--- src/rtl/fact_responder.sv ---
// -----------------------------------------------------------------------------
// fact_responder
//   Memory-mapped factorial accelerator on the data-memory side of the core.
//   Software writes n, pulses GO, polls STATUS and reads RESULT. The product is
//   built by an iterative multiply that runs in the background, so the core is
//   never stalled.
//
//   Register map (word index on addr):
//     0 N       rw  operand n (N_W bits, zero-extended on read)
//     1 GO      w   wd[0] = 1 starts a computation; reads 0
//     2 STATUS  r   {.., busy, err, done}; wd[0] = 1 clears irq (FACT_IRQ_EN)
//     3 RESULT  r   last completed n! (0 after an out-of-range request)
//
//   Ports:
//     clk   core clock, rising edge
//     rst   asynchronous active-low reset
//     sel   address decoder select for this block
//     we    write strobe, qualified by sel
//     addr  word index
//     wd    write data
//     rd    combinational read data (0 when sel is low)
//     irq   level done interrupt, only built with FACT_IRQ_EN
//
//   Build option:
//     FACT_IRQ_EN  adds the sticky done interrupt and the STATUS write clear.
//
//   state | meaning
//   ------+-----------------------------------------------------------------
//   IDLE  | waiting for GO; result and flags hold their last values
//   CALC  | one multiply step per cycle, cnt counts down from n to 1
// -----------------------------------------------------------------------------
module fact_responder #(
  parameter int DATA_W = 32,
  parameter int N_W    = 4,
  parameter int MAX_N  = 12
) (
  input  logic              clk,
  input  logic              rst,
  input  logic              sel,
  input  logic              we,
  input  logic [1:0]        addr,
  input  logic [DATA_W-1:0] wd,
  output logic [DATA_W-1:0] rd
`ifdef FACT_IRQ_EN
  ,
  output logic              irq
`endif
);

  typedef enum logic {
    IDLE = 1'b0,
    CALC = 1'b1
  } state_t;

  localparam logic [N_W-1:0]    MAX_N_C = N_W'(MAX_N);
  localparam logic [N_W-1:0]    ONE_N   = N_W'(1);
  localparam logic [DATA_W-1:0] ONE_D   = DATA_W'(1);

  state_t              state_q, state_d;
  logic [N_W-1:0]      n_q, n_d;
  logic [N_W-1:0]      cnt_q, cnt_d;
  logic [DATA_W-1:0]   acc_q, acc_d;
  logic [DATA_W-1:0]   res_q, res_d;
  logic                done_q, done_d;
  logic                err_q, err_d;

  logic                busy;
  logic                wr_n;
  logic                go_acc;
  logic                done_set;
  logic [DATA_W-1:0]   cnt_ext;

  assign busy    = (state_q == CALC);
  assign wr_n    = sel & we & (addr == 2'd0) & ~busy;
  assign go_acc  = sel & we & (addr == 2'd1) & wd[0] & ~busy;
  assign cnt_ext = DATA_W'(cnt_q);

  // Only the low N_W bits of wd (and bit 0 for GO/STATUS) carry meaning.
  logic unused_wd;
  assign unused_wd = ^wd[DATA_W-1:N_W];

  always_comb begin
    state_d  = state_q;
    n_d      = n_q;
    cnt_d    = cnt_q;
    acc_d    = acc_q;
    res_d    = res_q;
    done_d   = done_q;
    err_d    = err_q;
    done_set = 1'b0;

    if (wr_n) begin
      n_d = wd[N_W-1:0];
    end

    case (state_q)
      IDLE: begin
        if (go_acc) begin
          done_d = 1'b0;
          err_d  = 1'b0;
          if (n_q > MAX_N_C) begin
            // Out-of-range request completes at once with an error flag.
            err_d    = 1'b1;
            done_d   = 1'b1;
            res_d    = '0;
            done_set = 1'b1;
          end else begin
            acc_d   = ONE_D;
            cnt_d   = n_q;
            state_d = CALC;
          end
        end
      end
      CALC: begin
        // cnt <= 1 also covers n = 0, giving 0! = 1 after a single cycle.
        if (cnt_q <= ONE_N) begin
          res_d    = acc_q;
          done_d   = 1'b1;
          done_set = 1'b1;
          state_d  = IDLE;
        end else begin
          acc_d = acc_q * cnt_ext;
          cnt_d = cnt_q - ONE_N;
        end
      end
      default: begin
        state_d = IDLE;
      end
    endcase
  end

  always_ff @(posedge clk or negedge rst) begin
    if (!rst) begin
      state_q <= IDLE;
      n_q     <= '0;
      cnt_q   <= '0;
      acc_q   <= '0;
      res_q   <= '0;
      done_q  <= 1'b0;
      err_q   <= 1'b0;
    end else begin
      state_q <= state_d;
      n_q     <= n_d;
      cnt_q   <= cnt_d;
      acc_q   <= acc_d;
      res_q   <= res_d;
      done_q  <= done_d;
      err_q   <= err_d;
    end
  end

`ifdef FACT_IRQ_EN
  logic irq_q, irq_d;
  logic irq_clr;

  assign irq_clr = (sel & we & (addr == 2'd2) & wd[0]) | go_acc;

  // Completion wins over a clear in the same cycle, so an error GO still
  // leaves the interrupt raised.
  always_comb begin
    irq_d = irq_q;
    if (done_set) begin
      irq_d = 1'b1;
    end else if (irq_clr) begin
      irq_d = 1'b0;
    end
  end

  always_ff @(posedge clk or negedge rst) begin
    if (!rst) begin
      irq_q <= 1'b0;
    end else begin
      irq_q <= irq_d;
    end
  end

  assign irq = irq_q;
`endif

  always_comb begin
    rd = '0;
    if (sel) begin
      case (addr)
        2'd0:    rd = DATA_W'(n_q);
        2'd1:    rd = '0;
        2'd2:    rd = {{(DATA_W-3){1'b0}}, busy, err_q, done_q};
        2'd3:    rd = res_q;
        default: rd = '0;
      endcase
    end
  end

endmodule

--- config.mk ---
export PLATFORM = sky130hd
export DESIGN_NAME = fact_responder
export DESIGN_NICKNAME = d
export VERILOG_FILES = /design/src/rtl/fact_responder.sv
export SDC_FILE = /design/constraint.sdc
export NUM_CORES = 1
export LEC_CHECK = 0
export ABC_AREA = 1
export BUFFER_PORTS_ARGS = -buffer_cell sky130_fd_sc_hd__buf_2
export CORE_MARGIN = 5
export CORE_UTILIZATION = 40
export DETAILED_ROUTE_END_ITERATION = 6
export PLACE_DENSITY = 0.67
export SLEW_MARGIN = 20
export SYNTH_ARGS = -nofsm -noshare
export SYNTH_HDL_FRONTEND = slang
export SYNTH_SLANG_ARGS = --single-unit
--- constraint.sdc ---
create_clock -name clk -period 5.9 [get_ports clk]
set_input_delay 0.295 -clock clk [delete_from_list [all_inputs] [get_ports clk]]
set_output_delay 0.295 -clock clk [all_outputs]
set_load 0.05 [all_outputs]
==> summary.md <==
| Metric | Value |
|---|---|
| Worst reg2reg endpoint | `acc_q[22]` |
| Final worst slack | `1.75 ns` |
| Syn_nets | `roughly 1300` |
| Cts repair resizes | `0` |
| Post-synth ARST share | `1.00` |
| Io pins | `70` |
| Worst Setup End Kind | `register` |
| Sw power | `~1.5 mW` |
| Cell taking the most area after synthesis | `dfrtp_1` |
| Setup WS pre-CTS | `between 1.5 and 2 ns` |
| Layout Skew | `0.00607 ns` |
| Warnings, synthesis | `0` |
| Most frequent cells in the layout | `381 x nand2_1, 327 x inv_1, 91 x nand3_1` |
| Setup TNS | `0 ns` |
| Max Fclk | `0.241 GHz` |
| Min cycle time layout | `just over 4 ns` |
| R2R setup slack | `between 1.5 and 2 ns` |
| GR Util All Layers | `0.186` |
| ANT nets after route | `0` |
| CTS Buf Count | `9` |
| GPL Wtd Cong | `0.982` |
| Initial DRC Count | `around 390` |
| Pleak | `between 5 and 6 nW` |
| Hold slack | `-0.0318 ns` |
| Top cell type's share of synthesized area | `0.238` |
| Clock power share | `0.189` |
| Switching share of power | `0.501` |
| Power per cell area | `between 300 and 400 mW/mm2` |
| Logic pwr share | `0.510` |
| Max Root-Sink Buffers | `2` |
| Vias per inst | `~4.7` |
| Failing checks | `hold timing` |
| Post-Syn Area per Cell | `between 6 and 7 um2` |
| Routed via count | `just over 7000` |
| Worst-Margin Slew | `1.10 ns` |
| DRT Pass-1 Iters | `5` |
| Critical Path Max Stage Delay | `between 0.7 and 0.8 ns` |
| Layout area overhead | `8.70%` |
| Die ar. | `0.0226 mm2` |
| Post-route clock period utilization | `0.703` |
| Sequential fraction of the synthesis area | `0.238` |
| Commonest non-fill, non-tap cell in the layout | `nand2_1` |
| H-tree depth | `3` |
| Die X | `150 um` |
| First-pass GRT wire length | `33700 um` |
| Sequential cell area | `about 0.0019 mm2` |
| Largest net degree at the start of global routing | `76` |
| RSZ-0062 raised after global routing | `no` |
| Core footprint | `0.0195 mm2` |
| Clock root buffer | `clkbuf_16` |
| Filler cell count | `2000` |
| Avg WL per Cell | `around 13 um` |
| Die Height | `approximately 150 um` |
| Post-DP HPWL | `between 15000 and 20000 um` |
| CP Class | `reg -> reg` |
| Worst Hold Class | `in -> async` |
| Clk_lat worst skew | `~0.35 ns` |
| Largest fanout on the critical path | `26` |
| Reg2Reg Depth | `17` |
| CP required | `~6 ns` |
| Final setup vio count | `0` |
| Hold Buf Count CTS | `0` |
| Row count | `51` |
| Number of enable flip-flop cells after synthesis | `0` |
| Cell Area, Synth | `0.00789 mm2` |
| Number of post-CTS setup repair buffers | `0` |
| N_diodes | `0` |
| Fraction of layout cells with a size suffix above 1 | `0.0655` |
| Mapped Cells | `between 1000 and 1500` |
| Crit start category | `register` |
| Worst reg2reg startpoint | `cnt_q[2]` |
| Max_slew headroom | `0.269` |
| CTS tree | `built` |
| Multi-input logic area | `0.00458 mm2` |
| Final Hold Viols | `32` |
| CP arrival | `around 4.4 ns` |
| Worst ir drop on vdd | `between 0.15 and 0.2 mV` |
| Outcome | `finished with violations` |
| Clk sinks | `75` |
| Synth top area cells | `dfrtp_1 24%, nand2_1 18%, inv_1 16%, fa_1 14%, nand3_1 5.8%` |
| Sequential share of power | `0.301` |
| Fin util | `0.441` |
| Ys flop type | `dfrtp_1` |
| Vias in the first global route | `slightly below 7000` |
| Initial antenna violation count | `0` |
| Final #Nets | `roughly 1400` |
| Synth Register Bits | `75` |
| CP cell instances | `buf_4, nand2_1, inv_1, fa_1, inv_1, fa_1, inv_1, ha_1, nand2_1, nor2_1, inv_1, nor2_1, nand4_1, nand3_1, nand2_1, nand2_1, o21ai_1` |
| DRC | `0` |
| Internal | `about 1.5 mW` |
| Grt total ovfl | `0` |
| Slowest cell on the critical path | `dfrtp_1` |
| Port bufs | `between 40 and 50` |
| Initial core utilization | `0.406` |
| Max cap viols | `0` |
| Distinct cells, synth | `41` |
| Clock transition at path regs | `0.06 ns` |
| Max-slew violation count | `0` |
| Final wirelength | `about 20000 um` |
routing by layer:
layer	global-route usage	vias to the layer above	wire (um)
li1	-	3615	-
met5	0	-	0
met4	0.0608	0	420
met1	0.254	3292	9110
met3	0.0250	33	1010
met2	0.307	194	9230
state kept, by name (all words and copies together) (netlist names):
signal	cells
acc_q	32
busy	1
cnt_q	4
done_q	1
err_q	1
n_q	4
res_q	32
per-stage QoR:
stage          cells  power, mW  hold WS (ns)  cell area [um2]
2_1_floorplan   1209       2.07     -0.000591             7890
3_3_place_gp    1486       2.44         0.472             8280
3_5_place_dp    1486       2.48         0.476             8280
4_1_cts         1502       3.07         0.153             8580
5_1_grt         1502       3.37        0.0510             8580
6_report        1502       3.05       -0.0318             8580
critical path, delay by kind of cell (launching register included):
family	cells	cell delay, ns
flip-flops	1	0.79
adder cells (fa/ha/maj)	3	1.39
AND/OR/NAND/NOR	8	1.12
AO/OA/AOI/OAI	1	0.06
buffers and inverters	5	0.66
final cells by class:
class,instances,area share
clock inverter,6,0.00729
sequential,75,0.219
tap,265,0.0386
timing repair buffer,46,0.0290
inverter,330,0.145
multi-input combinational,770,0.534
clock buffer,10,0.0279
Yosys cell counts (all sizes together), types with 4 or more instances:
cell    count
buf        17
mux2        4
nand3      92
dfrtp      75
nor2       68
nand2     383
a21oi      30
inv       330
o21ai      61
ha         34
clkbuf     17
nand4       8
nor3       10
fa         57
kinds of logic after synthesis:
group	after synthesis	synth area share
AOI/OAI and AO/OA	103	0.0726
and+or+nand+nor	567	0.298
buffers and inverters	364	0.182
xor gates and xnor gates	5	0.00555
adders and majority gates	91	0.198
DFF	75	0.238
muxes	4	0.00571
worst max path at each step:
stage	startpoint	to	cells after the start
final	cnt_q[2]	acc_q[22]	17
after global routing	cnt_q[2]	acc_q[29]	18
after CTS	cnt_q[2]	acc_q[22]	17
after detailed placement	cnt_q[2]	acc_q[22]	17
after global placement	cnt_q[2]	acc_q[30]	13
after floorplan	cnt_q[3]	acc_q[30]	16
power by group through the flow:
stage,sequential (mW),combinational [mW],clock (mW)
CTS,0.913,1.57,0.585
detailed placement,0.922,1.56,0
floorplan,0.774,1.29,0
finish,0.918,1.56,0.577
global placement,0.922,1.52,0
global route,0.946,1.81,0.605
Note: power is estimated with default switching activity, not from simulation.
